==> src/rtl/sar_search_ctrl_pkg.sv <==
// Shared types and sizing helpers for the successive-approximation search controller.
// Imported by the controller and its interface.
package sar_search_pkg;

    localparam int DEF_WIDTH = 4;

    typedef enum logic [1:0] {
        IDLE,
        PROBE,
        DONE
    } state_t;

    // Decoded comparator verdict for the current probe.
    typedef enum logic [1:0] {
        CMP_EQ,
        CMP_LT,
        CMP_GT,
        CMP_BAD
    } cmp_t;

    function automatic int steps_w(input int max_probes);
        return $clog2(max_probes + 1);
    endfunction

endpackage

==> src/rtl/sar_search_ctrl_if.sv <==
// Bundle between the search controller (master) and the comparator/host side (slave).
// Widths follow the controller parameters; steps is sized to count up to MAX_PROBES.
interface sar_search_ctrl_if #(
    parameter int WIDTH      = sar_search_pkg::DEF_WIDTH,
    parameter int MAX_PROBES = WIDTH + 1
);
    localparam int SW = sar_search_pkg::steps_w(MAX_PROBES);

    logic             start;
    logic [WIDTH-1:0] guess;
    logic             ceq;
    logic             clt;
    logic             cgt;
    logic             busy;
    logic             done;
    logic             found;
    logic [WIDTH-1:0] result;
    logic [SW-1:0]    steps;
    logic             err;

    modport master (
        input  start, ceq, clt, cgt,
        output guess, busy, done, found, result, steps, err
    );

    modport slave (
        output start, ceq, clt, cgt,
        input  guess, busy, done, found, result, steps, err
    );

endinterface

==> src/rtl/sar_search_ctrl.sv <==
// Binary-search initiator driving comparator operand a; narrows [lo,hi] from eq/lt/gt flags.
// Latency: first guess 1 cycle after start, done pulse n+1 cycles after start for n probes.
// Backpressure: none; start is only sampled in IDLE. SAR_ERRCHK_EN enables one-hot flag checking.
module sar_search_ctrl
    import sar_search_pkg::*;
#(
    parameter int WIDTH      = DEF_WIDTH,
    parameter int MAX_PROBES = WIDTH + 1
) (
    input  logic               clk,
    input  logic               rst,
    sar_search_ctrl_if.master  bus
);

    localparam int SW = steps_w(MAX_PROBES);

    localparam logic [WIDTH:0]   HI_INIT    = {1'b0, {WIDTH{1'b1}}};
    localparam logic [WIDTH-1:0] GUESS_INIT = {1'b0, {(WIDTH-1){1'b1}}};
    localparam logic [WIDTH-1:0] VAL_MAX    = {WIDTH{1'b1}};
    localparam logic [WIDTH-1:0] VAL_MIN    = '0;
    localparam logic [SW-1:0]    STEPS_MAX  = SW'(MAX_PROBES);

    state_t           state_q;
    logic [WIDTH-1:0] guess_q;
    logic [WIDTH:0]   lo_q;
    logic [WIDTH:0]   hi_q;
    logic             busy_q;
    logic             done_q;
    logic             found_q;
    logic [WIDTH-1:0] result_q;
    logic [SW-1:0]    steps_q;
    logic             err_q;

    cmp_t             cmp;
    logic [WIDTH:0]   guess_w;
    logic [WIDTH:0]   lo_nxt;
    logic [WIDTH:0]   hi_nxt;
    logic [WIDTH:0]   mid_sum;
    logic [WIDTH-1:0] mid_nxt;
    logic [SW-1:0]    steps_nxt;
    logic             fin;
    logic             hit;
    logic             bad;

    // Flag decode; all-low is read as "guess too high" so the search keeps descending.
    always_comb begin
        cmp = CMP_GT;
`ifdef SAR_ERRCHK_EN
        if (!$onehot({bus.ceq, bus.clt, bus.cgt})) begin
            cmp = CMP_BAD;
        end else if (bus.ceq) begin
            cmp = CMP_EQ;
        end else if (bus.clt) begin
            cmp = CMP_LT;
        end
`else
        if (bus.ceq) begin
            cmp = CMP_EQ;
        end else if (bus.clt) begin
            cmp = CMP_LT;
        end else if (bus.cgt) begin
            cmp = CMP_GT;
        end
`endif
    end

    // Next bounds and termination for the probe currently on the bus.
    always_comb begin
        guess_w   = {1'b0, guess_q};
        lo_nxt    = lo_q;
        hi_nxt    = hi_q;
        fin       = 1'b0;
        hit       = 1'b0;
        bad       = 1'b0;
        steps_nxt = steps_q + 1'b1;

        case (cmp)
            CMP_EQ: begin
                hit = 1'b1;
                fin = 1'b1;
            end
            CMP_LT: begin
                lo_nxt = guess_w + 1'b1;
                if (guess_q == VAL_MAX) fin = 1'b1;
            end
            CMP_GT: begin
                hi_nxt = guess_w - 1'b1;
                if (guess_q == VAL_MIN) fin = 1'b1;
            end
            default: begin
                bad = 1'b1;
                fin = 1'b1;
            end
        endcase

        if (lo_nxt > hi_nxt)         fin = 1'b1;
        if (steps_nxt == STEPS_MAX)  fin = 1'b1;

        // Midpoint in WIDTH+1 bits; dropping bit 0 is the >>1.
        mid_sum = lo_nxt + hi_nxt;
        mid_nxt = mid_sum[WIDTH:1];
    end

    always_ff @(posedge clk) begin
        if (rst) begin
            state_q  <= IDLE;
            guess_q  <= '0;
            lo_q     <= '0;
            hi_q     <= HI_INIT;
            busy_q   <= 1'b0;
            done_q   <= 1'b0;
            found_q  <= 1'b0;
            result_q <= '0;
            steps_q  <= '0;
            err_q    <= 1'b0;
        end else begin
            done_q <= 1'b0;
            case (state_q)
                IDLE: begin
                    if (bus.start) begin
                        lo_q    <= '0;
                        hi_q    <= HI_INIT;
                        steps_q <= '0;
                        found_q <= 1'b0;
                        err_q   <= 1'b0;
                        guess_q <= GUESS_INIT;
                        busy_q  <= 1'b1;
                        state_q <= PROBE;
                    end
                end
                PROBE: begin
                    steps_q <= steps_nxt;
                    lo_q    <= lo_nxt;
                    hi_q    <= hi_nxt;
                    if (fin) begin
                        busy_q  <= 1'b0;
                        done_q  <= 1'b1;
                        found_q <= hit;
                        err_q   <= bad;
                        if (hit) result_q <= guess_q;
                        state_q <= DONE;
                    end else begin
                        guess_q <= mid_nxt;
                    end
                end
                DONE: begin
                    state_q <= IDLE;
                end
                default: begin
                    state_q <= IDLE;
                    busy_q  <= 1'b0;
                end
            endcase
        end
    end

    assign bus.guess  = guess_q;
    assign bus.busy   = busy_q;
    assign bus.done   = done_q;
    assign bus.found  = found_q;
    assign bus.result = result_q;
    assign bus.steps  = steps_q;
`ifdef SAR_ERRCHK_EN
    assign bus.err    = err_q;
`else
    assign bus.err    = 1'b0;
`endif

endmodule

==> src/flat_wrapper.sv <==
// flat-port wrapper written by rule: the top's interface ports become plain ports
module sar_search_ctrl_flat import sar_search_pkg::*;
#(
    parameter int WIDTH      = DEF_WIDTH,
    parameter int MAX_PROBES = WIDTH + 1
)
  (clk, rst, bus_start, bus_ceq, bus_clt, bus_cgt, bus_guess, bus_busy, bus_done, bus_found, bus_result, bus_steps, bus_err);
  sar_search_ctrl_if #(.WIDTH(WIDTH), .MAX_PROBES(MAX_PROBES)) bus_i ();
  input  logic clk;
  input  logic rst;
  input wire logic [$bits(bus_i.start)-1:0] bus_start;
  input wire logic [$bits(bus_i.ceq)-1:0] bus_ceq;
  input wire logic [$bits(bus_i.clt)-1:0] bus_clt;
  input wire logic [$bits(bus_i.cgt)-1:0] bus_cgt;
  output wire logic [$bits(bus_i.guess)-1:0] bus_guess;
  output wire logic [$bits(bus_i.busy)-1:0] bus_busy;
  output wire logic [$bits(bus_i.done)-1:0] bus_done;
  output wire logic [$bits(bus_i.found)-1:0] bus_found;
  output wire logic [$bits(bus_i.result)-1:0] bus_result;
  output wire logic [$bits(bus_i.steps)-1:0] bus_steps;
  output wire logic [$bits(bus_i.err)-1:0] bus_err;
  assign bus_i.start = bus_start;
  assign bus_i.ceq = bus_ceq;
  assign bus_i.clt = bus_clt;
  assign bus_i.cgt = bus_cgt;
  assign bus_guess = bus_i.guess;
  assign bus_busy = bus_i.busy;
  assign bus_done = bus_i.done;
  assign bus_found = bus_i.found;
  assign bus_result = bus_i.result;
  assign bus_steps = bus_i.steps;
  assign bus_err = bus_i.err;
  sar_search_ctrl #(.WIDTH(WIDTH), .MAX_PROBES(MAX_PROBES)) u_core (.clk(clk), .rst(rst), .bus(bus_i));
endmodule
==> config.mk <==
export PLATFORM = sky130hd
export DESIGN_NAME = sar_search_ctrl_flat
export DESIGN_NICKNAME = d
export VERILOG_FILES = /design/src/rtl/sar_search_ctrl_pkg.sv /design/src/rtl/sar_search_ctrl_if.sv /design/src/rtl/sar_search_ctrl.sv /design/src/flat_wrapper.sv
export SDC_FILE = /design/constraint.sdc
export NUM_CORES = 1
export LEC_CHECK = 0
export CORE_UTILIZATION = 40
export DETAILED_ROUTE_END_ITERATION = 8
export PLACE_DENSITY = 0.63
export SYNTH_ARGS = -nofsm -noshare
export SYNTH_HDL_FRONTEND = slang
export SYNTH_SLANG_ARGS = --single-unit
==> constraint.sdc <==
create_clock -name clk -period 3 [get_ports clk]
set_clock_uncertainty 0.1 [all_clocks]
set_input_delay 0.6 -clock clk [delete_from_list [all_inputs] [get_ports clk]]
set_output_delay 0.6 -clock clk [all_outputs]
set_load 0.02 [all_outputs]
==> results.txt, run 1 <==
- The Yosys step of the flow raised 0 warnings.
- Number of remaining DRC errors: 0
* Time the worst path needs with I/O delays and setup: 2.92 ns
* GRT Residual Overflow: 0
* Final routed wirelength across all metal layers: 3950 um
- CTS built an H-tree with a depth of 1.
- Antenna violations before repair: 0
- The tightest min-delay check is of the register to register type.
- Static Leakage: 0.879 nW
* Largest cells by area after synthesis: dfxtp_1 34%, ha_1 12%, nor2_1 4.7%
* Insertion delay to the later sink of the worst-skew pair: ~0.27 ns
- Fill cells in the final layout number 343.
* CORE AREA: 3660 um2
- The tool flagged a number of max-cap violations equal to 0.
* Fraction of final layout cells sized beyond drive strength 1: 0.208
* Final setup vio count: 0
- The die is 63.7 um tall.
* Share of the clock period used by the worst path after layout: 0.973
* Pre-Repair DR Iteration Count: 4
- At the end of routability-driven placement, the weighted congestion stood at 0.885.
* Pin count of the biggest net entering global routing: 19
- Antenna cell count: 0
- No sink is reached through more buffers than the 2 on the longest clock path.
- Power density over the cells: 427 nW/um2
* Netlist area before placement: 1520 um2
- At the worst endpoint, the arrival time is 2.99 ns.
* Number of instances in the synthesized netlist: 182
* Slew margin rel.: 0.503
- Sequential area share after synthesis: 0.342
* Post-route worst setup slack: 0.0799 ns
- Dividing the detail-routed wire length by the instance count gives 14.7 um.
* Area after detailed placement: around 1900 um2
- Final hold violation count: 0
- Cts bufs inserted: 3
- Average vias per placed instance: 5.35
- Most common library cells after synthesis: 26 x dfxtp_1, 19 x nor2_1, 18 x nand2_1
* Effective utilization at floorplan: 0.415
- Clock tree root driver cell: clkbuf_8
- Nature of the critical path endpoint: register
- The largest single stage delay on the critical path is between 0.5 and 0.6 ns.
- CP Buf/Inv Count: 2
* Final-report max-slew violation count: 0
- Global-route wire length before repair: 6490 um
- The slowest stage of the critical path belongs to the cell or4b_4.
- Cell variety after synth: 46
- In this run, the number of DRC markers left after iteration 0 of detailed routing was 93.
- Cell with the most instances after synthesis: dfxtp_1
- Sum of net half-perimeters after detailed placement: 2910 um
- Clock-pin slew reported for the worst setup and hold paths after clock tree synthesis: 0.09 ns
- # rows: 22
- In this run the register-to-register setup slack is approximately 0.13 ns.
- Most area-hungry cell type in the Yosys netlist: dfxtp_1
* Top cell family by delay on the critical path: simple AND/OR/NAND/NOR gates
- Number of primary I/O pins: 21
- Synthesis inferred 26 register bits.
- Net Count, Synth: roughly 200
- Highest net fanout along the worst path: 5
- TritonCTS built the clock tree.
- The via count of the first global-routing pass came to 1381.
- Total GRT Usage: 0.210
* Fraction of synthesis flops using an asynchronous set or reset pin: 0
- For the pin with the worst max-slew slack, the measured transition is 0.741 ns.
* Post-route ant nets: 0
- Among all flip-flop cells after synthesis, the most frequent one is dfxtp_1.
- Based on the critical path, the design can be clocked at up to 342 MHz.
- Area share of the largest cell type after synthesis: 0.342
- Worst slack, placed: -0.465 ns
* Final cell area excluding filler cells: between 2000 and 2500 um2
- # nets final: roughly 240
* Cell-by-cell trace of the critical path: dlygate4sd2_1 -> or2_4 -> a21oi_2 -> inv_1 -> ha_1 -> or4b_4 -> o21ai_4 -> o22a_2 -> nor2_2 -> o311a_1
- The routed layout has 1438 vias.
* Category of the worst setup path launch point: primary input
- A synthesized cell averages 8.35 um2.
- Data required time of the critical path: 3.07 ns
- The floorplan step defined a die boundary enclosing slightly above 4000 um2.
- Final Core Density: 0.551
- The floorplan step set the die width to roughly 64 um.
- During placement, the flow inserted port buffers numbering 18.
* Post-CTS setup buffers: 0
- After clock tree synthesis, the flow added hold-fix buffers numbering 0.
- Relative to the synthesized area, the layout overhead comes to 32.7%.
* Run status: completed
* Number of enable-type register cells in the synthesized netlist: 0
- The setup path with the least slack is of type primary input to register.
* IR drop worst, VDD: 312 uV
- Number of sinks driven by the clock tree: 26
-- layout by cell type, fill, tap and decap left out, drive strengths merged, types with 2 or more instances in the layout --
cell / n
clkbuf: 4
buf: 24
and3: 3
o21ai: 12
a211oi: 2
nand2: 18
xnor2: 5
nor3: 3
a22oi: 8
o22ai: 4
dfxtp: 26
dlygate4sd2: 2
nor3b: 2
clkdlybuf4s50: 16
or2: 3
nor2: 20
nor2b: 3
xor2: 2
inv: 13
o311a: 2
a21oi: 7
ha: 14
mux2i: 2
nand3: 7
-- metal layers --
layer  vias up  track usage  part of all wire
li1        714            -                 -
met1       659        0.249              0.42
met2        54        0.347              0.47
met3        11       0.0507             0.069
met4         0        0.114             0.035
met5         -            0                 0
-- logic make-up (layout without fill, tap and decap cells) --
kind of cell,Yosys count,count (layout),synth area share
and+or+nand+nor,64,65,0.204
AOI/OAI and AO/OA,44,44,0.203
DFF,26,26,0.342
buffers and inverters,22,60,0.0584
adders and majority gates,15,15,0.128
xor gates and xnor gates,7,7,0.0403
muxes,3,3,0.0206
other,1,1,0.00247
-- worst register-to-register path: cells and delay by family, from the launching register on --
kind	cells	cell delay (ns)
AO/OA/AOI/OAI	3	0.67
adder cells (fa/ha/maj)	2	0.62
buffers and inverters	1	0.08
flip-flops	1	0.36
multiplexers	1	0.30
AND/OR/NAND/NOR	2	0.63
-- report_power, final --
group | internal [W] | switching [W]
combinational | 0.000118 | 0.000140
sequential | 0.000361 | 0.0000137
clock | 0.000118 | 0.000110
-- what timing repair did --
action                     4_1_cts  5_1_grt
setup endpoints to repair        8        8
cloned                           1        0
pin swaps                        2        3
gates resized for setup          9        6
-- worst paths after layout --
kind                                     from                                to  depth (start not counted)
max                                   bus_clt  u_core.bus.guess[0]$_SDFFE_PP0P_                         10
max reg2reg  u_core.bus.guess[0]$_SDFFE_PP0P_  u_core.bus.guess[0]$_SDFFE_PP0P_                          9
min reg2reg     u_core.bus.found$_SDFFE_PP0P_     u_core.bus.found$_SDFFE_PP0P_                          2
min             u_core.bus.found$_SDFFE_PP0P_     u_core.bus.found$_SDFFE_PP0P_                          2
-- final cells by class --
| cell class | instances | area [um2] | area share |
|---|---|---|---|
| Sequential cell | 26 | 522 | 0.259 |
| Inverter | 14 | 52.6 | 0.0261 |
| Clock buffer | 4 | 55.1 | 0.0273 |
| Multi-Input combinational cell | 135 | 970 | 0.481 |
| Timing Repair Buffer | 42 | 358 | 0.177 |
| Tap cell | 48 | 60.1 | 0.0298 |
-- registers in the layout (all words and copies together) (netlist names) --
register           flops
u_core.bus.done        1
u_core.lo_q            5
u_core.bus.busy        1
u_core.bus.guess       4
u_core.bus.result      4
u_core.state_q         2
u_core.bus.steps       3
u_core.bus.found       1
u_core.hi_q            5
-- through the flow --
| step | TNS [ns] | instances | total power, W | hold WS, ns |
|---|---|---|---|---|
| floorplan | 0 | 182 | 0.000524 | 0.341 |
| global placement | -3.20 | 264 | 0.000622 | 0.351 |
| detailed placement | -3.42 | 264 | 0.000627 | 0.366 |
| CTS | 0 | 269 | 0.000863 | 0.387 |
| global route | -0.0315 | 269 | 0.000909 | 0.408 |
| finish | 0 | 269 | 0.000861 | 0.384 |
(Power assumes the default switching activity.)
==> inputs of run 2 (changes only) <==
--- a/config.mk
+++ b/config.mk
@@ -5,9 +5,9 @@
 export SDC_FILE = /design/constraint.sdc
 export NUM_CORES = 1
 export LEC_CHECK = 0
-export CORE_UTILIZATION = 40
+export CORE_UTILIZATION = 49
 export DETAILED_ROUTE_END_ITERATION = 8
-export PLACE_DENSITY = 0.63
+export PLACE_DENSITY = 0.74
 export SYNTH_ARGS = -nofsm -noshare
 export SYNTH_HDL_FRONTEND = slang
 export SYNTH_SLANG_ARGS = --single-unit
==> run 2 against run 1 <==
Effect of this change: the flow now finishes with violations (design-rule violations); critical path depth fell by 2; global-route usage rose by 5.4 points; combinational power fell by 2%; flip-flop and latch count did not move; non-clock buffer count rose by 1.
==> results.txt, run 2 (synthesis gave the netlist of run 1 again) <==
* Final routed wirelength across all metal layers: 4090 um (+3.5%)
- Final setup vio count: 0 (unchanged)
- The largest vdd supply drop is 416 uV (+33%).
* Die Span Y: 57.7 um (-9.3%)
* Share of the clock period used by the worst path after layout: 0.961 (-0.0119)
* Top flop regs: u_core.hi_q: 5 flops, u_core.lo_q: 5 flops
- The overflow left after global routing was 0 (unchanged).
- The via count of the first global-routing pass is 1385 (+0.29%).
- The final critical path time including I/O delays and setup is 2.88 ns (-0.0357 ns).
- Number of primary I/O pins: 21 (unchanged)
- The max-slew violation count was 0 (unchanged).
- Worst slack, placed: -0.565 ns (-0.100 ns)
- The number of levels in the clock H-tree was 1 (unchanged).
* Total GRT Usage: 0.264 (+0.0537)
- Most frequent standard cell in the layout excluding fill and tap cells: buf_4
* Final hold violation count: 0 (unchanged)
- Pin count of the biggest net entering global routing: 19 (unchanged)
* Internal power consumption: 0.000615 W (+3.1%)
* Min-delay src: u_core.hi_q[1]$_SDFFE_PP1P_
- Static Leakage: 0.884 nW (+0.56%)
* Slew margin rel.: 0.536 (+0.0332)
* Data arrival time of the critical path: 3.04 ns (+0.05 ns)
* Category of the worst setup path launch point: register
* Fraction of final layout cells sized beyond drive strength 1: 0.221 (+0.0126)
* # hold bufs at CTS: 0 (unchanged)
- The power share of the sequential group came to 0.433 (-0.003).
- Power density over the cells: 437 nW/um2 (+2.5%)
* Nature of the critical path endpoint: register
- The number of antenna violations at the first check in global routing was 0 (unchanged).
- The final reports fail on design-rule violations.
- Final cell area excluding filler cells: 2010 um2 (-0.56%)
* Sum of net half-perimeters after detailed placement: 2900 um (-0.47%)
- Clock tree root driver cell: clkbuf_4
- CORE AREA: 2850 um2 (-22%)
* Total power of the final layout: 0.000877 W (+1.9%)
* X dimension of the die: 57.7 um (-9.3%)
- Insertion delay to the later sink of the worst-skew pair: 0.33 ns (+0.06 ns)
- The layout net count was 244 (+0.41%).
- The actual transition at the worst max-transition pin came to 0.691 ns (-0.0495 ns).
- The global placer's final weighted congestion was 0.894 (+1.1%).
- Combinational group share of total power: 0.287 (-0.013)
- The first-iteration detailed-routing DRC count is 98 (+5.4%).
- The top fanout value on the critical path is 5 (unchanged).
* Cts bufs inserted: 3 (unchanged)
- Signed area change from the synthesized netlist to the final layout: 31.9%
- The switching share of power was 0.299 (-0.00784).
- The path class of the tightest hold or removal check is register to register.
- Post-route ant nets: 0 (unchanged)
- Post-route worst setup slack: 0.116 ns (+0.0357 ns)
- RSZ-0062 raised after global routing: no
- The DRC violations left was 2 (+2).
- Routed vias: 1453 (+1.0%)
- Clock-pin slew reported for the worst setup and hold paths after clock tree synthesis: 0.15 ns (+0.06 ns)
- The number of optimization iterations in the first detailed-route pass is 8 (+4).
- Source of the worst register-to-register timing path: u_core.bus.guess[0]$_SDFFE_PP0P_
* Global-route wire length before repair: 6600 um (+1.7%)
* Psw: 0.000262 W (-0.66%)
* Antenna cell count: 0 (unchanged)
* Average vias per placed instance: 5.74 (+7.4%)
* Number of sinks driven by the clock tree: 26 (unchanged)
- The setup slack on the worst flop-to-flop path was 0.12 ns (about the same).
* Run status: finished, violations left
* Kind of critical path: register to register
* Final Core Density: 0.703 (+0.152)
* Effective utilization at floorplan: 0.533 (+0.118)
- Wirelength per Cell: 16.2 um (+10%)
- TritonCTS clock tree: done
- The clock network fraction of design power was 0.279 (+0.014).
* Post-CTS setup buffers: 0 (unchanged)
* # rows: 19 (-14%)
- Highest-count cells in the layout ignoring fill and taps: 25 x buf_4, 24 x dfxtp_1, 19 x nor2_1
- Number of buffers on the longest clock path: 2 (unchanged)
- The critical path data required time came to 3.16 ns (+0.09 ns).
- Area after detailed placement: 1890 um2 (-0.72%)
- Die area: 3330 um2 (-18%)
- The port buffer count came to 18 (unchanged).
- The fmax is 347 MHz (+1.2%).
- Number of maximum-capacitance constraint violations: 0 (unchanged)
* Critical Path Source: u_core.bus.guess[0]$_SDFFE_PP0P_
## run 2: final timing paths
check / end / cells after the start
worst min register to register: u_core.hi_q[1]$_SDFFE_PP1P_ / 2
worst max-delay path: u_core.bus.found$_SDFFE_PP0P_ / 8
worst min-delay path: u_core.hi_q[1]$_SDFFE_PP1P_ / 2
worst max register to register: u_core.bus.found$_SDFFE_PP0P_ / 8
## run 2: layer usage
layer  up-vias  routed length (um)  global-route usage
li1        715                   -                   -
met1       678                1680               0.316
met5         -                   0                   0
met2        52                2040               0.458
met4         0                 106               0.116
met3         8                 263              0.0558
## run 2: what timing repair did
| item | in CTS | in global routing |
|---|---|---|
| pin swaps | 1 | 0 |
| endpoints found under the setup margin | 9 | 8 |
| gates resized for setup | 15 | 2 |
| gates cloned | 1 | 0 |
## run 2: area by class of cell
class | instances | area, um2
multi-input combinational | 135 | 973
tap | 31 | 38.8
inverter | 14 | 52.6
fill | 228 | 847
clock inverter | 1 | 30.0
sequential | 26 | 523
clock buffer | 3 | 22.5
timing repair buffer | 43 | 365
## run 2: metrics by stage
step           instances  hold WS (ns)  setup TNS (ns)
2_1_floorplan        182         0.341               0
6_report             253         0.397               0
3_3_place_gp         248         0.352           -3.81
3_5_place_dp         248         0.361           -4.41
5_1_grt              253         0.431               0
4_1_cts              253         0.397               0
## run 2: critical path: stages, from the launching register on
cell      delay [ns]
dfxtp_2         0.40
inv_1           0.09
ha_1            0.33
mux2_2          0.28
ha_1            0.31
or4b_4          0.57
o22ai_2         0.27
nand3_2         0.19
a221oi_2        0.27
## run 2: power by group through the flow
stage	sequential [W]	clock, W	combinational (W)
after floorplan	0.000395	0	0.000130
after global placement	0.000385	0	0.000233
after detailed placement	0.000386	0	0.000239
after CTS	0.000380	0.000248	0.000250
after global routing	0.000383	0.000261	0.000272
final	0.000380	0.000245	0.000252
==> inputs of run 3 (changes only) <==
--- a/config.mk
+++ b/config.mk
@@ -8,6 +8,7 @@
 export CORE_UTILIZATION = 49
 export DETAILED_ROUTE_END_ITERATION = 8
 export PLACE_DENSITY = 0.74
+export SLEW_MARGIN = 15
 export SYNTH_ARGS = -nofsm -noshare
 export SYNTH_HDL_FRONTEND = slang
 export SYNTH_SLANG_ARGS = --single-unit
==> results of run 3 <==
Same layout as run 2: the final DEF is identical, and so are final timing and power.
